`src/rtl/serial_word_receiver_if.sv`:
```
// Handshake bundle between the serial bit source / word consumer
// and the serial word receiver.
interface serial_word_receiver_if #(
    parameter int WIDTH = 16
);

    logic             Start;
    logic             SerialIn;
    logic             SerialValid;
    logic             WordReady;
    logic [WIDTH-1:0] ParallelOutput;
    logic             WordValid;
    logic             Busy;
    logic             Overrun;
    logic             ParityError;

    // Bit source and word consumer side
    modport master (
        output Start,
        output SerialIn,
        output SerialValid,
        output WordReady,
        input  ParallelOutput,
        input  WordValid,
        input  Busy,
        input  Overrun,
        input  ParityError
    );

    // Receiver side
    modport slave (
        input  Start,
        input  SerialIn,
        input  SerialValid,
        input  WordReady,
        output ParallelOutput,
        output WordValid,
        output Busy,
        output Overrun,
        output ParityError
    );

endinterface

```
`src/rtl/serial_word_receiver.sv`:
```
// MSB-first serial-to-parallel word receiver with valid/ready output.
// Optional even-parity phase enabled by defining SERIAL_RX_PARITY_EN.
module serial_word_receiver #(
    parameter int WIDTH = 16
) (
    input logic                  clk,
    input logic                  clr,
    serial_word_receiver_if.slave bus
);

    localparam int CW = $clog2(WIDTH + 1);
    localparam logic [CW-1:0] LAST_DATA = CW'(WIDTH - 1);
`ifdef SERIAL_RX_PARITY_EN
    localparam logic [CW-1:0] PARITY_IDX = CW'(WIDTH);
`endif

    typedef enum logic [1:0] {
        IDLE,
        SHIFT,
        HOLD
    } state_t;

    state_t           state;
    logic [CW-1:0]    bitCount;
    logic [WIDTH-1:0] shiftReg;
    logic [WIDTH-1:0] wordReg;
    logic [WIDTH-1:0] shifted;
    logic             wordValid;
    logic             busy;
    logic             overrun;
`ifdef SERIAL_RX_PARITY_EN
    logic             parityAcc;
    logic             parityErr;
`endif

    assign shifted = {shiftReg[WIDTH-2:0], bus.SerialIn};

    // Frame FSM: bit capture, word hold and sticky overrun
    always_ff @(posedge clk) begin
        if (!clr) begin
            state     <= IDLE;
            bitCount  <= '0;
            shiftReg  <= '0;
            wordReg   <= '0;
            wordValid <= 1'b0;
            busy      <= 1'b0;
            overrun   <= 1'b0;
`ifdef SERIAL_RX_PARITY_EN
            parityAcc <= 1'b0;
            parityErr <= 1'b0;
`endif
        end else begin
            unique case (state)
                IDLE: begin
                    if (bus.Start) begin
                        state    <= SHIFT;
                        busy     <= 1'b1;
                        bitCount <= '0;
                        shiftReg <= '0;
`ifdef SERIAL_RX_PARITY_EN
                        parityAcc <= 1'b0;
`endif
                    end
                end
                SHIFT: begin
                    if (bus.Start) begin
                        // Restart: the bit in this cycle is dropped
                        bitCount <= '0;
                        shiftReg <= '0;
`ifdef SERIAL_RX_PARITY_EN
                        parityAcc <= 1'b0;
`endif
                    end else if (bus.SerialValid) begin
`ifdef SERIAL_RX_PARITY_EN
                        if (bitCount == PARITY_IDX) begin
                            state     <= HOLD;
                            busy      <= 1'b0;
                            wordReg   <= shiftReg;
                            wordValid <= 1'b1;
                            parityErr <= parityAcc ^ bus.SerialIn;
                        end else begin
                            shiftReg  <= shifted;
                            parityAcc <= parityAcc ^ bus.SerialIn;
                            bitCount  <= bitCount + 1'b1;
                        end
`else
                        shiftReg <= shifted;
                        bitCount <= bitCount + 1'b1;
                        if (bitCount == LAST_DATA) begin
                            state     <= HOLD;
                            busy      <= 1'b0;
                            wordReg   <= shifted;
                            wordValid <= 1'b1;
                        end
`endif
                    end
                end
                HOLD: begin
                    if (bus.WordReady) begin
                        wordValid <= 1'b0;
                        if (bus.Start) begin
                            // Accept and open the next frame together
                            state    <= SHIFT;
                            busy     <= 1'b1;
                            bitCount <= '0;
                            shiftReg <= '0;
`ifdef SERIAL_RX_PARITY_EN
                            parityAcc <= 1'b0;
`endif
                        end else begin
                            state <= IDLE;
                        end
                    end else if (bus.Start) begin
                        overrun <= 1'b1;
                    end
                end
                default: begin
                    state     <= IDLE;
                    busy      <= 1'b0;
                    wordValid <= 1'b0;
                end
            endcase
        end
    end

    assign bus.ParallelOutput = wordReg;
    assign bus.WordValid      = wordValid;
    assign bus.Busy           = busy;
    assign bus.Overrun        = overrun;
`ifdef SERIAL_RX_PARITY_EN
    assign bus.ParityError    = parityErr;
`else
    assign bus.ParityError    = 1'b0;
`endif

endmodule

```
`src/flat_wrapper.sv`:
```
// flat-port wrapper written by rule: the top's interface ports become plain ports
module serial_word_receiver_flat 
#(
    parameter int WIDTH = 16
)
  (clk, clr, bus_Start, bus_SerialIn, bus_SerialValid, bus_WordReady, bus_ParallelOutput, bus_WordValid, bus_Busy, bus_Overrun, bus_ParityError);
  serial_word_receiver_if #(.WIDTH(WIDTH)) bus_i ();
  input logic clk;
  input logic clr;
  input wire logic [$bits(bus_i.Start)-1:0] bus_Start;
  input wire logic [$bits(bus_i.SerialIn)-1:0] bus_SerialIn;
  input wire logic [$bits(bus_i.SerialValid)-1:0] bus_SerialValid;
  input wire logic [$bits(bus_i.WordReady)-1:0] bus_WordReady;
  output wire logic [$bits(bus_i.ParallelOutput)-1:0] bus_ParallelOutput;
  output wire logic [$bits(bus_i.WordValid)-1:0] bus_WordValid;
  output wire logic [$bits(bus_i.Busy)-1:0] bus_Busy;
  output wire logic [$bits(bus_i.Overrun)-1:0] bus_Overrun;
  output wire logic [$bits(bus_i.ParityError)-1:0] bus_ParityError;
  assign bus_i.Start = bus_Start;
  assign bus_i.SerialIn = bus_SerialIn;
  assign bus_i.SerialValid = bus_SerialValid;
  assign bus_i.WordReady = bus_WordReady;
  assign bus_ParallelOutput = bus_i.ParallelOutput;
  assign bus_WordValid = bus_i.WordValid;
  assign bus_Busy = bus_i.Busy;
  assign bus_Overrun = bus_i.Overrun;
  assign bus_ParityError = bus_i.ParityError;
  serial_word_receiver #(.WIDTH(WIDTH)) u_core (.clk(clk), .clr(clr), .bus(bus_i));
endmodule
```
`config.mk`:
```
export PLATFORM = sky130hd
export DESIGN_NAME = serial_word_receiver_flat
export DESIGN_NICKNAME = d
export VERILOG_FILES = /design/src/rtl/serial_word_receiver_if.sv /design/src/rtl/serial_word_receiver.sv /design/src/flat_wrapper.sv
export SDC_FILE = /design/constraint.sdc
export NUM_CORES = 1
export LEC_CHECK = 0
export CORE_ASPECT_RATIO = 0.8
export CORE_MARGIN = 2
export CORE_UTILIZATION = 53
export CTS_CLUSTER_DIAMETER = 150
export DETAILED_ROUTE_END_ITERATION = 8
export PLACE_DENSITY = 0.78
export SLEW_MARGIN = 40
export SYNTH_ARGS = -nofsm -noshare
export SYNTH_HDL_FRONTEND = slang
export SYNTH_SLANG_ARGS = --single-unit
```
`constraint.sdc`:
```
create_clock -name clk -period 2.32 [get_ports clk]
set_clock_uncertainty 0.2 [all_clocks]
set_input_delay 0.58 -clock clk [delete_from_list [all_inputs] [get_ports clk]]
set_output_delay 0.58 -clock clk [all_outputs]
set_load 0.02 [all_outputs]
```
# == After elaboration in Yosys (flattened, before gate mapping) ==
# Cells that the tools add are included.
# totals
register_bits,42
in_bits,6
out_inout_bits,20
word_cells,56
# op_classes
n_addsub,1
eq_ne,9
mux,28
n_bitwise,3
reduce_logical,8
# ops
operator,count
2-to-1 mux 16 bit,4
case mux 16 bit (3 select lines),1
2-to-1 mux 5 bit,4
case mux 5 bit (3 select lines),1
2-to-1 mux 1 bit,10
2-to-1 mux 2 bit,5
AND reduction 5 bit,2
!= test 2 bit (second input constant),4
AND reduction 4 bit,2
case mux 1 bit (3 select lines),2
case mux 2 bit (3 select lines),1
AND reduction 3 bit,2
adder 5 x 1 -> 5 bit (second input constant),1
== test 5 x 4 -> 1 bit (second input constant),1
!= test 3 bit (second input constant),1
NOT 1 bit,3
nonzero test 3 bit,1
== test 2 x 1 -> 1 bit (second input constant),1
== test 2 bit (second input constant),1
logical NOT 2 bit,1
!= test 2 x 1 -> 1 bit (second input constant),1

# == Longest topological paths before layout ==
# depth
word_depth,5
depth_mapped,8
mapped_depth_nobuf,6

# == Worst setup path after synthesis ==
# No wires, ideal clock.
# synth_timing
path_kind,reg-to-reg
from,register u_core.bitCount[0]
to,register u_core.wordReg[10] (netlist: u_core.bus.ParallelOutput[10])
setup_ns,0.070
t_arrival_ns,1.530
t_required_ns,2.050
setup_slack_ns,0.519
path_stages_with_launch,8
n_path_buf,1
period_less_slack_ns,1.801
path_cell_list,dfxtp_1 -> ha_1 -> and3_1 -> ha_1 -> nand2_1 -> clkbuf_1 -> o21ai_1 -> a21oi_1
# synth_between
elab_chain_cells,2
# synth_rtl
item,line,source
start: declaration,serial_word_receiver.sv:24,logic [CW-1:0] bitCount;
start signal: assignment,serial_word_receiver.sv:88,bitCount <= bitCount + 1'b1;
== test 5 x 4 -> 1 bit,serial_word_receiver.sv:89,if (bitCount == LAST_DATA) begin
AND reduction 4 bit (no source line),n/a,
end signal: assignment,serial_word_receiver.sv:92,wordReg <= shifted;
end: declaration,serial_word_receiver.sv:26,logic [WIDTH-1:0] wordReg;
# Every way passes these cells.
# A chain may end at the register's enable or synchronous reset.

# == Worst setup path after layout ==
# layout_timing
from,register u_core.wordReg[9] (netlist: u_core.bus.ParallelOutput[9])
to,output port bus_ParallelOutput[9]
# layout_rtl
item,line,source
end: declaration,flat_wrapper.sv:14,output wire logic [$bits(bus_i.ParallelOutput)-1:0] bus_ParallelOutput;
# No word-level cell between the ends.

==> metrics.txt <==
largest net degree at the start of global routing=23; post-CTS sizing=0; area share of fa/ha/maj cells after synthesis=1.39%; RSZ-0062 raised after global routing=false; cts hold-fix bufs=0; total gr overflow=0; Max-cap violations=0; count of cell types in the netlist=34; Core ar.=0.00315 mm^2; Post-Synthesis Cell Area=0.00179 mm^2; IO Pins=26; Wirelength per Cell=14.3 um; critical path endpoint category=primary output; final-layout fill cell count=243; Avg Cell Area, Syn=9.02 um^2; Post-CTS Setup Inserts=0; antenna fix cells=0; Sink Count=41; Min-Delay Path Class=register to register; full die area=0.00387 mm^2; Fin. Hold Viols=0; Worst-Margin Slew=0.619 ns; Slew Limit Headroom=58.7%; Clk Tree Root Cell=clkbuf_8; # port buffers=24; Worst Path Buf+Inv=1; DR vias=1476; Crit path max-delay family=buffers and inverters; mux share of post-synthesis cell area=9.48%; layout cell share with drive strength beyond 1=10.3%; DRC viols=0; #FFs+latches synth=41; most frequent cells in the layout=dfxtp_1 (41), nand2_1 (39), clkdlybuf4s50_1 (24); P per Cell Area=646 mW/mm^2; # rows=18; Die Height=56.0 um; Routability Congestion=0.796; clk_lat worst skew=0.29 ns; Net Count, Synth=207; Num CTS Buffers=5; commonest non-fill, non-tap cell in the layout=dfxtp_1; CP Class=register to primary output; critical path fanouts, max=2; Post-Route Setup TNS=0 ns; area growth from synthesis to layout=20.9%; Warnings, synthesis=0; Clk pin slew, worst setup/hold paths=0.08 ns; fin nets=230; 1st-iter DRT viols=83; min Tclk post-route=2.07 ns; pre-CTS setup slack=0.0560 ns; top cells by area, synth=dfxtp_1 (46%), mux2i_1 (9.5%), nand2_1 (8.2%), a21oi_1 (5.6%), nand3_1 (4.7%); total power=0.00140 W; final worst slack=0.249 ns; CTS tree=done; Post-Syn Instances=199; largest area contributor in the synthesized netlist=dfxtp_1; Pleak=0.796 nW; fmax=483 MHz; htree depth=2; # setup viols final=0; total global-route track usage=20.7%; register area share after synthesis=45.7%; Pre-antenna DRT Iters=4; first-pass GRT wire length=6.54 mm; clk buf depth=2; Post-Synth XOR/XNOR Area=0%; Worst setup SP type=register; initial core utilization=56.9%; CP max stage delay=0.62 ns; Synth Area in Compound Gates=14.9%; vias per inst=5.61; Crit path required time=1.54 ns; vias in the first global route=1415; final worst path period share=89.3%; HPWL after DPL=2.50 mm; worst path cell trace=clkdlybuf4s50_1; die width=69.1 um; WL final=3.76 mm; post-route ant nets=0; status=complete, no violations; critical path's slowest cell=clkdlybuf4s50_1; top-area cell type share of the netlist area=45.7%; Max VDD drop=0.371 mV; initial antenna violation count=0; main combinational cell family by area after synthesis=simple AND/OR/NAND/NOR gates; crit path DAT=1.29 ns; simple-gate share of the synthesized area=20.2%; max-slew violations=0
-- cell type report --
cell class	count	area (um^2)	share of cell area, %
Multi-Input combinational cell	139	830	38.2
Sequential cell	41	821	37.8
Timing Repair Buffer	33	345	15.9
Clock buffer	7	86.3	3.98
Tap cell	40	50.0	2.31
Clock inverter	1	30.0	1.38
Inverter	2	7.51	0.346
-- flip-flops by register name, summed over array words and instances, names as in the netlist --
signal / flops
u_core.bus.Busy: 1
u_core.bus.ParallelOutput: 16
u_core.bus.Overrun: 1
u_core.shiftReg: 15
u_core.bus.WordValid: 1
u_core.bitCount: 5
u_core.state: 2
-- kinds of logic (layout without fill, tap and decap cells) --
group | Yosys count | count (layout)
AO/OA/AOI/OAI | 47 | 47
adder cells (fa/ha/maj) | 2 | 2
buffers and inverters | 19 | 43
flip-flops | 41 | 41
multiplexers | 17 | 17
other | 1 | 1
AND/OR/NAND/NOR | 72 | 72
-- stage by stage --
step | area [um^2] | utilization (%) | hold slack [ns] | cells
after CTS | 2170 | 68.8 | 0.271 | 263
after global routing | 2170 | 68.8 | 0.292 | 263
after global placement | 2050 | 65.1 | 0.245 | 255
final | 2170 | 68.8 | 0.266 | 263
after detailed placement | 2050 | 65.1 | 0.258 | 255
after floorplan | 1790 | - | 0.235 | 199
-- layer usage --
metal | vias up | track usage, % | routed length (um) | part of all wire [%]
met5 | - | 0 | 0 | 0
met4 | 0 | 5.04 | 37 | 0.98
met3 | 5 | 5.80 | 226 | 6.0
met2 | 39 | 35.9 | 1740 | 46
met1 | 698 | 25.5 | 1760 | 47
li1 | 734 | - | - | -
-- final timing paths --
path	startpoint	endpoint	slack, ns	depth (start not counted)
hold reg to reg	u_core.bus.ParallelOutput[4]	u_core.bus.ParallelOutput[4]	0.27	2
setup / recovery	u_core.bus.ParallelOutput[9]	bus_ParallelOutput[9]	0.25	1
hold / removal	u_core.bus.ParallelOutput[4]	u_core.bus.ParallelOutput[4]	0.27	2
setup reg to reg	u_core.bitCount[0]	u_core.bus.ParallelOutput[9]	0.50	7
-- cells in the mapped netlist --
master	number
conb_1	1
buf_12	1
nand3_1	17
nand3b_1	3
nand2_1	39
o22ai_1	1
o21ai_0	7
nor3b_4	1
or3b_2	1
clkbuf_1	5
a21oi_1	20
or2b_1	1
or3b_4	1
and2_1	1
a21boi_0	1
nand2b_1	1
o21ai_1	9
o21bai_1	2
mux2i_1	17
a31oi_1	2
inv_1	2
nor2_1	2
buf_6	6
dfxtp_1	41
and3_1	2
o21ai_2	2
buf_4	2
nand4b_1	2
o2111ai_1	1
a211oi_1	1
o211ai_2	1
ha_1	2
buf_2	3
and4bb_2	1
-- power breakdown --
part	total [W]	switching, W	internal (W)
clock network	0.000591	0.000240	0.000351
logic	0.0000994	0.0000550	0.0000444
registers	0.000712	0.00000482	0.000707
total	0.00140	0.000300	0.00110
(Power assumes the default switching activity.)
